==> src/rtl/job_sched.sv <==
// job_sched: sequences one job through generation, encode run and output drain.
// It also holds the job configuration registers and counts busy cycles.
module job_sched #(
    parameter int CYC_W = 32
) (
    input  logic             clk,
    input  logic             rst,
    input  logic             cfg_we,
    input  logic [1:0]       cfg_addr,
    input  logic [31:0]      cfg_wdata,
    input  logic             start,
    input  logic             abort,
    input  logic             get_fin,
    input  logic             out_last_hs,
    output logic             gen,
    output logic             run,
    output logic [15:0]      item_a,
    output logic             rand_latch,
    output logic [19:0]      addr_i,
    output logic [19:0]      addr_j,
    output logic [4:0]       remainder,
    output logic [15:0]      item_memory_num,
    output logic             busy,
    output logic             done,
    output logic             cfg_err,
    output logic [CYC_W-1:0] cyc_cnt
);

    typedef enum logic [2:0] {
        ST_IDLE  = 3'd0,
        ST_GEN   = 3'd1,
        ST_RUN   = 3'd2,
        ST_DRAIN = 3'd3,
        ST_DONE  = 3'd4
    } state_t;

    state_t            r_state;
    state_t            w_state_next;

    logic              r_gen;
    logic              r_run;
    logic              r_busy;
    logic              r_done;
    logic              w_gen_next;
    logic              w_run_next;
    logic              w_busy_next;
    logic              w_done_next;

    logic [15:0]       r_item_a;
    logic [19:0]       r_addr_i;
    logic [19:0]       r_addr_j;
    logic [4:0]        r_remainder;
    logic [15:0]       r_item_memory_num;
    logic              r_cfg_err;
    logic [CYC_W-1:0]  r_cyc_cnt;

    logic              w_active;
    logic              w_start_ok;
    logic              w_item_last;
    logic              w_unused_wdata;

    // Upper write-data bits carry no configuration field.
    assign w_unused_wdata = ^cfg_wdata[31:20];

    // A job is in flight in GEN, RUN and DRAIN; only then are writes refused.
    assign w_active    = (r_state == ST_GEN) || (r_state == ST_RUN) || (r_state == ST_DRAIN);
    // start is honoured only when idle or finished, and abort always wins.
    assign w_start_ok  = start && !abort && !w_active;
    assign w_item_last = (r_item_a == r_item_memory_num);

    // State register plus registered status flags, so they move only on transition edges.
    always_ff @(posedge clk) begin
        if (rst) begin
            r_state <= ST_IDLE;
            r_gen   <= 1'b0;
            r_run   <= 1'b0;
            r_busy  <= 1'b0;
            r_done  <= 1'b0;
        end else begin
            r_state <= w_state_next;
            r_gen   <= w_gen_next;
            r_run   <= w_run_next;
            r_busy  <= w_busy_next;
            r_done  <= w_done_next;
        end
    end

    // Next-state decode; abort overrides everything, get_fin outranks out_last_hs in RUN.
    always_comb begin
        w_state_next = r_state;
        if (abort) begin
            w_state_next = ST_IDLE;
        end else begin
            case (r_state)
                ST_IDLE:  if (start)       w_state_next = ST_GEN;
                ST_GEN:   if (w_item_last) w_state_next = ST_RUN;
                ST_RUN:   if (get_fin)     w_state_next = ST_DRAIN;
                ST_DRAIN: if (out_last_hs) w_state_next = ST_DONE;
                ST_DONE:  if (start)       w_state_next = ST_GEN;
                default:                   w_state_next = ST_IDLE;
            endcase
        end
    end

    // Output decode from the next state; the values are captured by the state register.
    always_comb begin
        w_gen_next  = (w_state_next == ST_GEN);
        w_run_next  = (w_state_next == ST_RUN) || (w_state_next == ST_DRAIN);
        w_busy_next = (w_state_next == ST_GEN) || (w_state_next == ST_RUN) ||
                      (w_state_next == ST_DRAIN);
        w_done_next = (w_state_next == ST_DONE);
    end

    // Item-memory address: walks 0..item_memory_num during GEN, otherwise parked at 0.
    always_ff @(posedge clk) begin
        if (rst) begin
            r_item_a <= 16'd0;
        end else if (abort) begin
            r_item_a <= 16'd0;
        end else if (r_state == ST_GEN) begin
            r_item_a <= w_item_last ? 16'd0 : (r_item_a + 16'd1);
        end else begin
            r_item_a <= 16'd0;
        end
    end

    // Configuration registers: writable only while no job is in flight.
    always_ff @(posedge clk) begin
        if (rst) begin
            r_addr_i          <= 20'd9;
            r_addr_j          <= 20'd2;
            r_remainder       <= 5'd20;
            r_item_memory_num <= 16'd1000;
        end else if (cfg_we && !w_active) begin
            case (cfg_addr)
                2'd0:    r_addr_i          <= cfg_wdata[19:0];
                2'd1:    r_addr_j          <= cfg_wdata[19:0];
                2'd2:    r_remainder       <= cfg_wdata[4:0];
                default: r_item_memory_num <= cfg_wdata[15:0];
            endcase
        end
    end

    // Sticky flag for writes refused mid-job; only an accepted start clears it.
    always_ff @(posedge clk) begin
        if (rst) begin
            r_cfg_err <= 1'b0;
        end else if (cfg_we && w_active) begin
            r_cfg_err <= 1'b1;
        end else if (w_start_ok) begin
            r_cfg_err <= 1'b0;
        end
    end

    // Busy-cycle counter: cleared by start, saturating, frozen by abort and when idle.
    always_ff @(posedge clk) begin
        if (rst) begin
            r_cyc_cnt <= '0;
        end else if (w_start_ok) begin
            r_cyc_cnt <= '0;
        end else if (w_active && !abort && (r_cyc_cnt != {CYC_W{1'b1}})) begin
            r_cyc_cnt <= r_cyc_cnt + {{(CYC_W-1){1'b0}}, 1'b1};
        end
    end

    assign gen             = r_gen;
    assign run             = r_run;
    assign busy            = r_busy;
    assign done            = r_done;
    assign item_a          = r_item_a;
    assign addr_i          = r_addr_i;
    assign addr_j          = r_addr_j;
    assign remainder       = r_remainder;
    assign item_memory_num = r_item_memory_num;
    assign cfg_err         = r_cfg_err;
    assign cyc_cnt         = r_cyc_cnt;
    assign rand_latch      = (r_state == ST_GEN) && r_addr_i[0] && w_item_last;

endmodule

==> config.mk <==
export PLATFORM = sky130hd
export DESIGN_NAME = job_sched
export DESIGN_NICKNAME = d
export VERILOG_FILES = /design/src/rtl/job_sched.sv
export SDC_FILE = /design/constraint.sdc
export NUM_CORES = 1
export LEC_CHECK = 0
export CORE_MARGIN = 1
export CORE_UTILIZATION = 49
export DETAILED_ROUTE_END_ITERATION = 12
export PLACE_DENSITY_LB_ADDON = 0.15
export SYNTH_ARGS = -nofsm -noshare
export SYNTH_HDL_FRONTEND = slang
export SYNTH_SLANG_ARGS = --single-unit
==> constraint.sdc <==
create_clock -name clk -period 4.45 [get_ports clk]
set_input_delay 0.89 -clock clk [delete_from_list [all_inputs] [get_ports clk]]
set_output_delay 0.89 -clock clk [all_outputs]
set_load 0.01 [all_outputs]
==> impl_summary.md <==
Setup path
For the worst setup path, the data required time is approximately 3600 ps. The setup slack of the worst register-to-register path is 1850 ps. Along the worst path, the maximum fanout reaches 6. The slowest cell on the critical path is clkdlybuf4s50_1. In this run the critical register-to-register path is launched from cyc_cnt[0]. On the worst path, the slowest cell contributes a delay of around 530 ps. The critical path goes through xor2_1, nor4_1, and4_1, and3_1, clkdlybuf4s50_1. The number of buffers and inverters on the critical path is 1. The total stage count of the critical path is 5.

The depth of the worst register-to-register path is 7. The critical register-to-register path endpoint is cyc_cnt[6]. The worst setup path is of the reg2out kind. STA puts the critical path data arrival time at approximately 2500 ps. STA classifies the critical path startpoint as a flip-flop.

Following the worst setup path forward leads to its endpoint at rand_latch. Among cell families on the critical path, the largest total delay comes from simple AND/OR/NAND/NOR gates. The kind of end point of the critical path is an output port.

The critical path starts at item_a[5].

Placed design
The final weighted congestion in routability-driven placement is 0.871. Detailed placement finished with a half-perimeter wire length of 9630 um. The number of placed instances with taps included is around 860. The number of port buffers is roughly 140.

Timing
In this run the tightest slew margin relative to its limit is 40.9%. The count of pins over their slew limit is 0. Setup repair after global routing left no endpoint under its margin. The slew at the pin closest to its max-slew limit is between 800 and 900 ps. The fraction of the cycle the final worst path needs is ~75%.

Setup violations remaining at the end of the flow were counted as 0. On the final layout, the worst clock skew is around 9 ps. The hold violation count in the final report is 0.

The highest clock rate is 0.300 GHz. Summed over all failing endpoints, the final setup total negative slack is 0 ps. For the finished layout, the period the worst path requires is 3340 ps.

Yosys
The cell accounting for the most synthesized area is dfxtp_1. The number of distinct standard cells referenced by the synthesized netlist is between 50 and 60. The mean cell area of the mapped netlist is 8.34 um2.

Sorting the synthesized cells by area gives the leading types as dfxtp_1, nand2_1, a21oi_1. The most instantiated flip-flop cell in the synthesis netlist is dfxtp_1. For this run, the number of Yosys warnings is 0. Yosys mapped a number of flops with a built-in enable equal to 0. Synthesis handed over a netlist of a little over 600 instances. The number of synthesized register bits is around 120. The share of the yosys chip area belonging to registers is a little under half.

Counting flops with an async set or reset pin after synthesis yields a share of 0%. Of the post-synthesis cell area, the dominant cell type holds between 40% and 50%. Synthesis produced a netlist with a net count of ~650. The synthesized netlist occupies a cell area of 0.00505 mm2.

Global route
The largest net degree at the start of global routing is 67. Global routing used between 20% and 30% of the available tracks. The initial antenna violation count came to 0. Global routing consumed, on the met3 layer, 8.75% of the routing resources. The layer with the highest usage after global routing is met2.

The global-route wire length before repair is about 23,000 um. The met2 routing resource usage after global routing is around 44%. The via count of the first global-routing pass is 4,584. Global routing finished with a remaining overflow of 0. The met1 usage in global routing is about 33%.

CTS
The H-tree was split into 4 levels. Counting along the longest clock path gives a buffer depth of 2. The post-CTS setup repair buffer count is 0.

The number of CTS-inserted buffers is 17. For the worst-skew pair, the clock arrives at the later sink with an insertion delay of between 500 and 600 ps. After clock tree synthesis, the flow added hold-fix buffers numbering 0. The root cell of the clock tree is clkbuf_8. TritonCTS built the clock tree. The total number of clock tree sinks is 117. The CTS clock-pin slew for the worst setup and hold paths is 60 ps.

Once the clock tree was built, the resizer swapped 0 gates to a different size.

Detailed routing
The first detailed-routing pass took 6 iterations. The violation count after the first detailed-route iteration is 283. The routed layout has roughly 5,000 vias.

The number of nets with antenna violations after routing is 0. After detailed routing, the number of vias per cell comes to between 5 and 6. After detailed routing, the number of remaining DRC violations is 0. In the final routed layout, each cell accounts on average for 15.9 um. After detailed routing, the total wire length is approximately 14,000 um.

Die
The I/O pin count is ~160. The effective utilization at floorplan is between 50% and 60%. After floorplanning, the core was divided into 36 placement rows. The die covers roughly 0.011 mm2. In this run the horizontal extent of the chip is around 100 um. The die is between 100 and 150 um tall. The area of the core is 0.00986 mm2.

Layout
For this run, the number of standard cells in the final layout without fillers is just under 900. Cells with a size suffix above 1 make up 7.56% of the layout. The count of inserted antenna diode cells is 0.

In the final design database the tool counted ~780 nets. From synthesis to final layout, the design area changed by 41.2%.

Worst hold path
The worst hold path begins at addr_i[10]. In this run the worst hold path is classified as reg2reg.

Power and ir drop
The power per cell area is between 300 and 400 mW/mm2. The clock share of power is between 50% and 60%. The internal power contribution is just over 2 mW. The net switching power is 611 uW. The highest ir drop seen on vdd is 0.000254 V. The switching share of power is a little under a quarter.

The combinational group share of total power is 6.6%. The analysis attributes to cell leakage a power of approximately 2.5 nW. The sequential group share of total power is between 40% and 50%.

Run
The total of max-cap violations is 0.

Outcome
The flow ran to the end, and the final reports show no timing, DRC or antenna violations.
kinds of logic after synthesis:
family | Yosys count | synth area share (%)
and+or+nand+nor | 287 | 28.9
AOI/OAI and AO/OA | 124 | 14.1
DFF | 117 | 46.4
buffers and inverters | 40 | 3.92
xor gates and xnor gates | 31 | 5.38
muxes | 4 | 0.793
adders and majority gates | 2 | 0.496
Yosys cell counts (4+ instances only):
cell type	instances
xor2_1	22
a21oi_1	78
o31ai_1	7
nor4_1	5
o21ai_0	20
nand3b_1	11
or3_1	18
nand2_1	137
nor3_1	6
dfxtp_1	117
and3_1	4
buf_6	6
clkbuf_1	22
and4_1	7
or4_1	8
nand3_1	19
inv_1	10
mux2i_1	4
nand4_1	16
xnor2_1	9
nor2_1	35
worst reg2reg max path, delay by kind of cell, from the launching register on:
family / cells / cell delay, ps
AO/OA/AOI/OAI: 1 / 70
AND/OR/NAND/NOR: 4 / 1310
adder cells (fa/ha/maj): 1 / 300
buffers and inverters: 1 / 340
flip-flops: 1 / 420
per-stage QoR:
stage	setup slack, ps	hold slack (ps)	cell area [um2]	power, mW	utilization, %
final	1110	454	7130	2.64	72.2
after floorplan	2260	481	5050	1.19	-
after CTS	1100	456	7130	2.65	72.2
after global routing	942	474	7130	2.72	72.2
after global placement	1420	442	6520	1.28	66.1
after detailed placement	1390	448	6520	1.28	66.1
registers in the layout, summed over array words and instances, names as in the netlist:
register,flops
addr_i,20
done,1
addr_j,20
remainder,5
run,1
item_memory_num,16
item_a,16
cyc_cnt,32
cfg_err,1
r_state,3
busy,1
gen,1
metal layers:
metal / up-vias / part of all wire (%)
met4: 0 / 1.6
met1: 2299 / 43
met2: 177 / 47
met5: - / 0
li1: 2399 / -
met3: 20 / 7.9
worst min-delay path by stage:
stage	end	cells after the start
after floorplan	addr_i[10]	2
after CTS	addr_i[10]	2
after detailed placement	addr_j[13]	2
after global placement	addr_j[14]	2
final	addr_i[10]	2
after global routing	addr_i[10]	2
final cells by class:
cell class                      count  area, um2
Clock buffer                       18        428
Clock inverter                     14        178
Fill cell                         722       2740
Inverter                           10       37.5
Multi-Input combinational cell    448       2520
Sequential cell                   117       2340
Tap cell                          133        166
Timing Repair Buffer              147       1460
layout by cell type (no fill, tap or decap), types with 5 or more instances in the layout:
cell               n
or3_1             18
clkbuf_16         16
clkdlybuf4s50_1  142
o31ai_1            7
xnor2_1            9
nand2_1          137
nand4_1           16
or4_1              8
dfxtp_1          117
xor2_1            22
and4_1             7
nor4_1             5
a21oi_1           78
nand3_1           19
o21ai_0           20
nor3_1             5
inv_1             10
nor2_1            35
nand3b_1          11
power by group through the flow:
stage / Combinational (mW) / Sequential (mW) / Clock [mW]
CTS: 0.173 / 1.09 / 1.39
global placement: 0.168 / 1.11 / 0
floorplan: 0.0722 / 1.12 / 0
finish: 0.173 / 1.09 / 1.38
detailed placement: 0.171 / 1.11 / 0
global route: 0.187 / 1.09 / 1.45
(Power assumes the default switching activity.)
